File: config.mk
export PLATFORM = sky130hd
export DESIGN_NAME = reg_bank
export DESIGN_NICKNAME = d
export VERILOG_FILES = /design/src/rtl/reg_bank.sv
export SDC_FILE = /design/constraint.sdc
export NUM_CORES = 1
export LEC_CHECK = 0
export CAP_MARGIN = 25
export CELL_PAD_IN_SITES_DETAIL_PLACEMENT = 0
export CELL_PAD_IN_SITES_GLOBAL_PLACEMENT = 1
export CORE_MARGIN = 2
export CORE_UTILIZATION = 50
export DETAILED_ROUTE_END_ITERATION = 16
export HOLD_SLACK_MARGIN = 0.12
export PLACE_DENSITY = 0.86
export SYNTH_ARGS = -nofsm -noshare
export SYNTH_HDL_FRONTEND = slang
export SYNTH_SLANG_ARGS = --single-unit
File: constraint.sdc
create_clock -name clk -period 6.98 [get_ports clk]
set_clock_uncertainty 0.05 [all_clocks]
set_input_delay 1.047 -clock clk [delete_from_list [all_inputs] [get_ports clk]]
set_output_delay 1.047 -clock clk [all_outputs]
set_load 0.03 [all_outputs]
File: src/rtl/reg_bank.sv
// reg_bank: DEPTH x WIDTH working register file for the ALU datapath.
// One operation per cycle on the entry at waddr. Two combinational read
// ports and a registered carry/shift-out flag (cout).
// Optional build macro: REG_BANK_BYPASS_EN adds write-through bypass on
// both read ports.
// Interface timing: there is no handshake. A new op is accepted on every
// rising edge, and a result is visible on the read ports after that edge.
module reg_bank #(
  parameter int WIDTH = 8,
  parameter int DEPTH = 8,
  parameter int AW    = $clog2(DEPTH)
) (
  input  logic             clk,
  input  logic             rst,
  input  logic [2:0]       op,
  input  logic [AW-1:0]    waddr,
  input  logic [WIDTH-1:0] wdata,
  input  logic             sin,
  input  logic [AW-1:0]    raddr_a,
  input  logic [AW-1:0]    raddr_b,
  output logic [WIDTH-1:0] rdata_a,
  output logic [WIDTH-1:0] rdata_b,
  output logic             cout
);

  localparam logic [2:0] OP_NOP  = 3'b000;
  localparam logic [2:0] OP_LOAD = 3'b001;
  localparam logic [2:0] OP_CLR  = 3'b010;
  localparam logic [2:0] OP_SHL  = 3'b011;
  localparam logic [2:0] OP_SHR  = 3'b100;
  localparam logic [2:0] OP_ROL  = 3'b101;
  localparam logic [2:0] OP_INC  = 3'b110;
  localparam logic [2:0] OP_DEC  = 3'b111;

  localparam logic [AW:0] DEPTH_L = (AW+1)'(DEPTH);

  // Addresses at or beyond DEPTH exist only when DEPTH is not a power of two.
  function automatic logic in_range(input logic [AW-1:0] a);
    return ({1'b0, a} < DEPTH_L);
  endfunction

  logic [WIDTH-1:0] regs [DEPTH];
  logic [WIDTH-1:0] cur;
  logic [WIDTH-1:0] nxt;
  logic             nxt_cout;
  logic             wr_en;
  logic             flag_en;
  logic [WIDTH-1:0] stored_a;
  logic [WIDTH-1:0] stored_b;

  // Next-state value of the addressed entry and of the flag.
  always_comb begin
    wr_en    = (op != OP_NOP) && in_range(waddr);
    flag_en  = 1'b0;
    cur      = in_range(waddr) ? regs[waddr] : '0;
    nxt      = cur;
    nxt_cout = cout;
    case (op)
      OP_LOAD: nxt = wdata;
      OP_CLR:  nxt = '0;
      OP_SHL: begin
        nxt      = {cur[WIDTH-2:0], sin};
        nxt_cout = cur[WIDTH-1];
        flag_en  = 1'b1;
      end
      OP_SHR: begin
        nxt      = {sin, cur[WIDTH-1:1]};
        nxt_cout = cur[0];
        flag_en  = 1'b1;
      end
      OP_ROL: begin
        nxt      = {cur[WIDTH-2:0], cur[WIDTH-1]};
        nxt_cout = cur[WIDTH-1];
        flag_en  = 1'b1;
      end
      OP_INC: begin
        nxt      = cur + WIDTH'(1);
        nxt_cout = &cur;
        flag_en  = 1'b1;
      end
      OP_DEC: begin
        nxt      = cur - WIDTH'(1);
        nxt_cout = ~|cur;
        flag_en  = 1'b1;
      end
      default: begin
        nxt      = cur;
        nxt_cout = cout;
      end
    endcase
    // An out-of-range target is a NOP, so the flag must hold as well.
    flag_en = flag_en && in_range(waddr);
  end

  // Storage and flag update; reset discards the op of the same cycle.
  always_ff @(posedge clk) begin
    if (rst) begin
      for (int i = 0; i < DEPTH; i++) regs[i] <= '0;
      cout <= 1'b0;
    end else begin
      if (wr_en) regs[waddr] <= nxt;
      if (flag_en) cout <= nxt_cout;
    end
  end

  // Stored contents seen by each read port; out-of-range reads give 0.
  always_comb begin
    stored_a = in_range(raddr_a) ? regs[raddr_a] : '0;
    stored_b = in_range(raddr_b) ? regs[raddr_b] : '0;
  end

`ifdef REG_BANK_BYPASS_EN
  // Write-through: a port aimed at the entry being written shows its next value.
  always_comb begin
    if (rst) begin
      rdata_a = '0;
      rdata_b = '0;
    end else begin
      rdata_a = (wr_en && (waddr == raddr_a)) ? nxt : stored_a;
      rdata_b = (wr_en && (waddr == raddr_b)) ? nxt : stored_b;
    end
  end
`else
  // Read ports always show stored contents.
  always_comb begin
    rdata_a = stored_a;
    rdata_b = stored_b;
  end
`endif

endmodule

==> Yosys cells after proc, flatten, opt, wreduce, memory -nomap -nowiden <==
Memory sizes are Yosys's and may differ from the RTL's.
Index checks and enable logic that the tools add are counted.
{ "classes": {"addsub": 2, "n_eq_ne": 7, "n_mux": 11, "reduce_logical": 9} }
{ "ops": {"columns": ["op", "count"], "rows": [
  ["one-hot mux 8 bit (7 select lines)", 1],
  ["OR reduction 8 bit", 2],
  ["equality test 3 bit, second input constant", 4],
  ["adder 8 x 1 -> 8 bit, second input constant", 1],
  ["two-way mux 8 bit", 1],
  ["AND reduction 8 bit", 1],
  ["subtractor 8 x 1 -> 8 bit, second input constant", 1],
  ["two-way mux 1 bit", 7],
  ["equality test 3 x 2 -> 1 bit, second input constant", 2],
  ["OR reduction 5 bit", 1],
  ["one-hot mux 1 bit (4 select lines)", 1],
  ["nonzero test 4 bit", 1],
  ["equality test 3 x 1 -> 1 bit, second input constant", 1],
  ["two-way mux 3 bit", 1],
  ["nonzero test 3 bit", 1],
  ["AND reduction 2 bit", 1],
  ["OR reduction 2 bit", 1],
  ["logical NOT 1 bit", 1]
]} }
{ "totals": {"ff_bits": 1, "ramBits": 64, "in_bits": 23, "out_inout_bits": 17, "elab_cells": 31, "mem_count": 1} }
{ "mem_list": {"columns": ["memory", "words", "word_bits", "read_ports", "rd_clocked_by_memory_dff", "write_ports", "line", "rtl"], "rows": [
  ["regs", 8, 8, 3, 0, 8, "42", "logic [WIDTH-1:0] regs [DEPTH];"]
]} }

==> Logic depth before layout (Yosys ltp) <==
Gate-level depths: netlist of the first run.
{ "logic_depth": {"depth_word": 6, "ltp_mapped": 14, "ltp_nobuf": 11} }

==> Worst setup path before layout of the first run <==
OpenSTA, ideal clock, no wires.
{ "synth_timing": {"kind": "input -> register", "start": "input waddr[0]", "end": "memory regs[0][7] (data pin)", "t_arrival_ns": 3.749, "setup_slack_ns": 2.905, "cell_stages": 11, "cell_sequence": "buf_2 > buf_6 > mux4_2 > mux2_2 > ha_1 > and2_1 > o211ai_1 > o21ai_1 > or4b_1 > nand4_4 > a211oi_1"} }
{ "synth_lines": {"columns": ["item", "line", "rtl"], "rows": [
  ["from (decl)", "16", "input logic [AW-1:0] waddr,"],
  ["to (decl)", "42", null]
]} }

==> results of run 1 <==
## state kept, by name (all words and copies together) (netlist names)
register	flops
cout	1
regs	64
## worst max path at each step
stage,startpoint,endpoint,slack (ps)
after floorplan,waddr[0],regs[0][7],2910
after CTS,waddr[1],regs[1][6],1790
after global placement,waddr[1],regs[5][6],1540
after detailed placement,waddr[1],regs[1][6],1420
final,waddr[1],regs[1][6],1720
after global routing,waddr[1],regs[0][6],1490
## area by class of cell
type	instances	share of cell area (%)
clock inverter	5	0.5994
timing repair buffer	45	8.345
sequential	65	35.78
clock buffer	11	2.420
multi-input combinational	289	49.12
inverter	11	0.7607
tap	129	2.974
## placed cells by master (no fill, tap or decap), types with 7 or more instances in the layout
master                            count
sky130_fd_sc_hd__edfxtp_1            64
sky130_fd_sc_hd__nor3_1              11
sky130_fd_sc_hd__nand3_1              8
sky130_fd_sc_hd__mux2_2              20
sky130_fd_sc_hd__mux4_2              43
sky130_fd_sc_hd__clkbuf_8             9
sky130_fd_sc_hd__a211oi_1            14
sky130_fd_sc_hd__o21ai_0              8
sky130_fd_sc_hd__a21oi_1             10
sky130_fd_sc_hd__nor2_1              52
sky130_fd_sc_hd__nor2b_1              7
sky130_fd_sc_hd__clkdlybuf4s50_1     39
sky130_fd_sc_hd__nand2_1             19
sky130_fd_sc_hd__nand2b_1            11
sky130_fd_sc_hd__nor3b_1             10
sky130_fd_sc_hd__inv_1                9
## kinds of logic (layout without fill, tap and decap cells)
kind of cell | after synthesis | after routing
XOR/XNOR | 3 | 3
multiplexers | 73 | 73
AND/OR/NAND/NOR | 136 | 136
adder cells (fa/ha/maj) | 7 | 7
AO/OA/AOI/OAI | 70 | 70
flip-flops | 65 | 65
buffers and inverters | 39 | 72
## synth_stat cells (8+ instances only)
cell type | n | area share [%]
sky130_fd_sc_hd__clkbuf_1 | 14 | 1.1
sky130_fd_sc_hd__nor3b_1 | 10 | 1.6
sky130_fd_sc_hd__nor2_1 | 52 | 4.1
sky130_fd_sc_hd__a21oi_1 | 10 | 1.0
sky130_fd_sc_hd__inv_1 | 9 | 0.71
sky130_fd_sc_hd__nor3_1 | 11 | 1.2
sky130_fd_sc_hd__nand3_1 | 8 | 0.84
sky130_fd_sc_hd__edfxtp_1 | 64 | 40
sky130_fd_sc_hd__mux4_2 | 43 | 20
sky130_fd_sc_hd__mux2_2 | 20 | 4.7
sky130_fd_sc_hd__a211oi_1 | 14 | 2.2
sky130_fd_sc_hd__nand2b_1 | 11 | 1.4
sky130_fd_sc_hd__o21ai_0 | 8 | 0.84
sky130_fd_sc_hd__nand2_1 | 19 | 1.5
## power breakdown
part / switching (mW) / total [mW] / internal, mW / leakage [nW]
clock: 0.155 / 0.283 / 0.128 / 0.0786
combinational: 0.164 / 0.290 / 0.125 / 1.16
sequential: 0.0149 / 0.466 / 0.451 / 0.674
## critical path, cell delays in order
cell and delay (ps):
sky130_fd_sc_hd__clkdlybuf4s50_1 1140, sky130_fd_sc_hd__buf_4 300, sky130_fd_sc_hd__nand2b_1 190, sky130_fd_sc_hd__a2bb2oi_1 240, sky130_fd_sc_hd__and3_1 400, sky130_fd_sc_hd__inv_1 140, sky130_fd_sc_hd__fa_1 470, sky130_fd_sc_hd__a21o_1 170
sky130_fd_sc_hd__a21oi_1 230, sky130_fd_sc_hd__o21bai_1 120, sky130_fd_sc_hd__a21o_1 200, sky130_fd_sc_hd__a211oi_2 490, sky130_fd_sc_hd__nor3_1 120
## metal layers
metal	global-route usage, %	up-vias	part of all wire (%)
met3	4.624	31	8.3
li1	-	1622	-
met2	46.00	217	49
met5	0	-	0
met1	40.29	1872	40
met4	6.341	0	1.9
## stage by stage
step | power, mW | cells | utilization [%] | cell area, um^2 | setup WS, ps
CTS | 1.027 | 554 | 58.47 | 5403 | 1789
floorplan | 0.6659 | 393 | - | 4782 | 2905
finish | 1.038 | 555 | 58.74 | 5428 | 1715
detailed placement | 0.7579 | 538 | 56.70 | 5239 | 1419
global route | 1.070 | 555 | 58.74 | 5428 | 1490
global placement | 0.7530 | 538 | 56.70 | 5239 | 1535
==> results.json, run 1 <==
{
  "result_of_the_run": "finished clean",
  "synthesis.nets": 423,
  "cts_setup_buffers": 0,
  "starting_density_of_the_core_pct": 51.75,
  "avgSynthCellArea_um2": 12.17,
  "cp.arrival_ps": 5280,
  "synth_compound_gate_area_share_pct": 11.02,
  "p_per_area_nw_per_um2": 191.3,
  "postSynthRegisterBits": 65,
  "r2r_cells": 10,
  "hold-path-cell-count": 3,
  "grt_start_max_net_pins": 26,
  "tritoncts": "done",
  "final_hold_viol_count": 0,
  "rsz0062_at_grt": "false",
  "ys_seq_area_share_pct": 40.61,
  "hold-worst-slack_ps": 576.1,
  "antennaDiodeCount": 0,
  "timing.max_slew.rel_slack_pct": 32.47,
  "antenna_violating_nets_post_route": 0,
  "cp_max_fo": 21,
  "grt_pass1_vias": 3548,
  "routed_wirelength_mm": 14.04,
  "critPathCaptureType": "flop",
  "min_path_type": "reg -> reg",
  "cts-buffers-inserted": 9,
  "routed_via_density": 6.742,
  "clock-root-buffer": "sky130_fd_sc_hd__clkbuf_8",
  "min_delay_worst_endpoint": "cout",
  "ys_warn_count": 0,
  "core.rowCount": 35,
  "critical_path.reg2reg.endpoint": "regs[6][7]",
  "async_flop_share_pct": 0,
  "clock_sinks": 65,
  "multi_input_comb_area_um2": 2666,
  "regToRegStartpoint": "regs[5][4]",
  "wl_per_cell_um": 25.30,
  "timing.max_cap.violations": 0,
  "setup_viol": 0,
  "grt_antenna_before_repair": 0,
  "post_cts_hold_buffer_count": 0,
  "core_area_um2": 9240,
  "synth_top_family_by_area": "multiplexers",
  "die-width_um": 101.8,
  "cts-resized-gates": 0,
  "syn_inst": 393,
  "min_period_ps": 5265,
  "globalRoute.totalOverflow": 0,
  "hold_start": "cout",
  "place_congestion": 0.9358,
  "ff2ff_setup_slack_ps": 3310,
  "clkLatencyLatePin_ps": 350,
  "synth_flop_cell": "sky130_fd_sc_hd__edfxtp_1",
  "timing.setup.critical_path_class": "in -> reg",
  "clk_pin_slew_worst_paths_ps": 80,
  "detailedPlacementHpwl_mm": 9.432,
  "die-height_um": 101.8,
  "yosys.area_share.adder_pct": 1.988,
  "netlist_area_um2": 4782,
  "cp.required_ps": 7000,
  "critPathLaunchType": "input pin",
  "via_count_of_the_routed_design": 3742,
  "drv_slew": 0,
  "max_freq_ghz": 0.1900,
  "netlist-cell-type-count": 63,
  "die_area_um2": 10360,
  "synth-edff-count": 64,
  "wire_length_of_the_first_global_routing_pass_mm": 20.98,
  "detail_route.first_pass.iterations": 5,
  "drt_drc": 0,
  "post_route_cells_drive_above_1_share_pct": 23.47,
  "setup-tns-final_ps": 0,
  "synthToLayoutAreaGrowth_pct": 13.50,
  "yosys.area_share.simple_pct": 14.52,
  "fin_nets": 451,
  "io-pin-count": 40,
  "dr.first_iter.drc_count": 507,
  "sequential_cell_area_um2": 1942,
  "synth_mux_area_share_pct": 27.68,
  "finalCritPeriodShare_pct": 75.42,
  "clock_path_buffers": 2,
  "aggregate_global_route_resource_usage_pct": 28.26,
  "synth-xor-area-share_pct": 0.5495,
  "final.fill_count": 766,
  "worstMarginPinSlew_ps": 1010,
  "ir_drop_mv": 0.09162,
  "power_leakage_nw": 1.913,
  "cts.htree.levels": 3,
  "io_buffer_count": 39
}
Power figures use the tool's default switching activity.
==> run 2, diff against run 1 <==
Settings changed: CORE_UTILIZATION 50 to 43, PLACE_DENSITY 0.86 to 0.78.
Clock period 6.98 ns to 4.31 ns, I/O delays scaled along.
==> run 2 against run 1 <==
  * Clock-buffer cell count unchanged
  * Via count down 0.35%
  * Sequential share of layout area down 1.7 points
  * Wire length down 0.32%
  * Worst hold slack better by 22 ps
  * Critical endpoint is now regs[2][7]
==> results.json, run 2 (synthesized netlist as in run 1, its figures left out) <==
{
  "result_of_the_run": "finished clean",
  "timing.max_cap.violations": 0,
  "r2r_cells": 10,
  "wl_per_cell_um": 23.69,
  "detail_route.first_pass.iterations": 4,
  "clock-root-buffer": "sky130_fd_sc_hd__clkbuf_8",
  "critPathCaptureType": "flop",
  "power.combinational.fraction_pct": 27.1,
  "timing.setup.critical_path_class": "in -> reg",
  "reg.largest.list": "regs: 64 flops, cout: 1 flops",
  "io_buffer_count": 39,
  "power_frac_seq_pct": 41.5,
  "max_ffs_per_register": 64,
  "cp_max_fo": 8,
  "ir_drop_mv": 0.1731,
  "drt_drc": 0,
  "grt_pass1_vias": 3612,
  "cts-buffers-inserted": 9,
  "die_area_um2": 11980,
  "layout.cell_area.non_filler_um2": 5695,
  "met2WireLength_mm": 6.967,
  "clock_sinks": 65,
  "worstMarginPinSlew_ps": 666.0,
  "critical-path-slowest-cell": "sky130_fd_sc_hd__clkdlybuf4s50_1",
  "cp.buffers_inverters": 2,
  "cts_setup_buffers": 0,
  "ff2ff_setup_slack_ps": 800,
  "antennaDiodeCount": 0,
  "tritoncts": "done",
  "rsz0062_at_grt": "false",
  "synthToLayoutAreaGrowth_pct": 19.10,
  "routed_wirelength_mm": 14.00,
  "via_count_of_the_routed_design": 3729,
  "regToRegStartpoint": "regs[6][4]",
  "power_switching_share_pct": 29.45,
  "share_clk_of_total_power_pct": 31.4,
  "most-common-layout-cells": "sky130_fd_sc_hd__edfxtp_1, sky130_fd_sc_hd__nor2_1, sky130_fd_sc_hd__mux4_2, sky130_fd_sc_hd__clkdlybuf4s50_1, sky130_fd_sc_hd__buf_4",
  "cp.required_ps": 4330,
  "max_freq_ghz": 0.2468,
  "fin_nets": 476,
  "setup_viol": 0,
  "hold-path-cell-count": 3,
  "detailed_routed_wire_length_on_met3_mm": 1.126,
  "antenna_violating_nets_post_route": 0,
  "wl_met1_mm": 5.600,
  "routed_via_density": 6.310,
  "clkLatencyLatePin_ps": 350,
  "power_leakage_nw": 2.066,
  "hold-worst-slack_ps": 598.2,
  "timing.max_slew.rel_slack_pct": 55.60,
  "detailedPlacementHpwl_mm": 9.810,
  "dp.cells": 575,
  "aggregate_global_route_resource_usage_pct": 24.50,
  "critical_path.cell_chain": "clkdlybuf4s50_1 -> mux2_1 -> mux4_2 -> nor2_2 -> inv_2 -> ha_1 -> a21oi_1 -> o21ai_0 -> or4b_1 -> nand4_4 -> a211oi_1",
  "cts.htree.levels": 3,
  "die-height_um": 109.5,
  "drv_slew": 0,
  "layout_commonest_cell": "sky130_fd_sc_hd__edfxtp_1",
  "min_delay_worst_endpoint": "cout",
  "cp.arrival_ps": 4080,
  "die-width_um": 109.5,
  "place_congestion": 0.8681,
  "placedInstanceArea_um2": 5485,
  "total_switching_power_mw": 0.5351,
  "min_period_ps": 4052,
  "dp_worst_setup_slack_ps": -58.23,
  "grt_antenna_before_repair": 0,
  "starting_density_of_the_core_pct": 44.11,
  "core_area_um2": 10840,
  "clk_pin_slew_worst_paths_ps": 70,
  "final_hold_viol_count": 0,
  "wire_length_of_the_first_global_routing_pass_mm": 21.01,
  "critical_path.reg2reg.endpoint": "regs[2][7]",
  "non_filler_instances": 591,
  "post_cts_hold_buffer_count": 0,
  "globalRoute.totalOverflow": 0,
  "critPathLaunchType": "input pin",
  "setup_ws_final_ps": 257.9,
  "clock_path_buffers": 2,
  "p_per_area_nw_per_um2": 319.0,
  "grt_start_max_net_pins": 27,
  "min_path_type": "reg -> reg",
  "cpLargestDelayFamily": "simple AND/OR/NAND/NOR gates",
  "hold_start": "cout",
  "register_with_the_highest_flop_count": "regs",
  "post_route_cells_drive_above_1_share_pct": 28.16,
  "finalCritPeriodShare_pct": 94.02,
  "power_report.internal_total_mw": 1.282,
  "cts-resized-gates": 0,
  "core.rowCount": 38,
  "route.top_layer_used": "met4",
  "io-pin-count": 40,
  "critical_path.max_stage_delay_ps": 630,
  "dr.first_iter.drc_count": 324
}
run 2: stage by stage:
step	power [mW]	util, %	setup TNS (ps)
after detailed placement	1.256	50.60	-421.2
after floorplan	1.078	-	0
after global placement	1.249	50.60	-3.823
final	1.817	52.54	0
after CTS	1.820	52.54	0
after global routing	1.881	52.54	0
run 2: worst max path at each step:
| stage | from | end | slack [ps] | cells past startpoint |
|---|---|---|---|---|
| floorplan | waddr[0] | regs[0][7] | 640 | 11 |
| global placement | waddr[1] | regs[4][7] | -2 | 11 |
| detailed placement | waddr[1] | regs[5][7] | -60 | 11 |
| CTS | waddr[1] | regs[2][7] | 290 | 11 |
| global route | waddr[1] | regs[2][7] | 60 | 12 |
| finish | waddr[1] | regs[2][7] | 260 | 11 |
run 2: worst register-to-register path, delay by kind of cell, from the launching register on:
kind                       cells  cell delay (ps)
muxes                          2              850
buffers and inverters          1               70
adders and majority gates      1              360
AOI/OAI and AO/OA              3              540
and+or+nand+nor                3              940
DFF                            1              430
run 2: layer usage:
layer	track usage, %	up-vias
met5	0	-
met2	39.95	160
met4	8.318	0
li1	-	1667
met3	5.098	17
met1	32.69	1885
run 2: final cells by class:
| class | count | area [um^2] |
|---|---|---|
| fill | 931 | 5145 |
| multi-input combinational | 289 | 2666 |
| sequential | 65 | 1942 |
| timing repair buffer | 70 | 660.6 |
| tap | 140 | 175.2 |
| clock buffer | 11 | 131.4 |
| clock inverter | 5 | 78.83 |
| inverter | 11 | 41.29 |
run 2: power by group through the flow:
stage / Combinational [mW] / Clock, mW / Sequential [mW]
2_1_floorplan: 0.321 / 0 / 0.758
3_3_place_gp: 0.486 / 0 / 0.763
3_5_place_dp: 0.489 / 0 / 0.767
4_1_cts: 0.491 / 0.575 / 0.753
5_1_grt: 0.525 / 0.598 / 0.758
6_report: 0.492 / 0.571 / 0.754
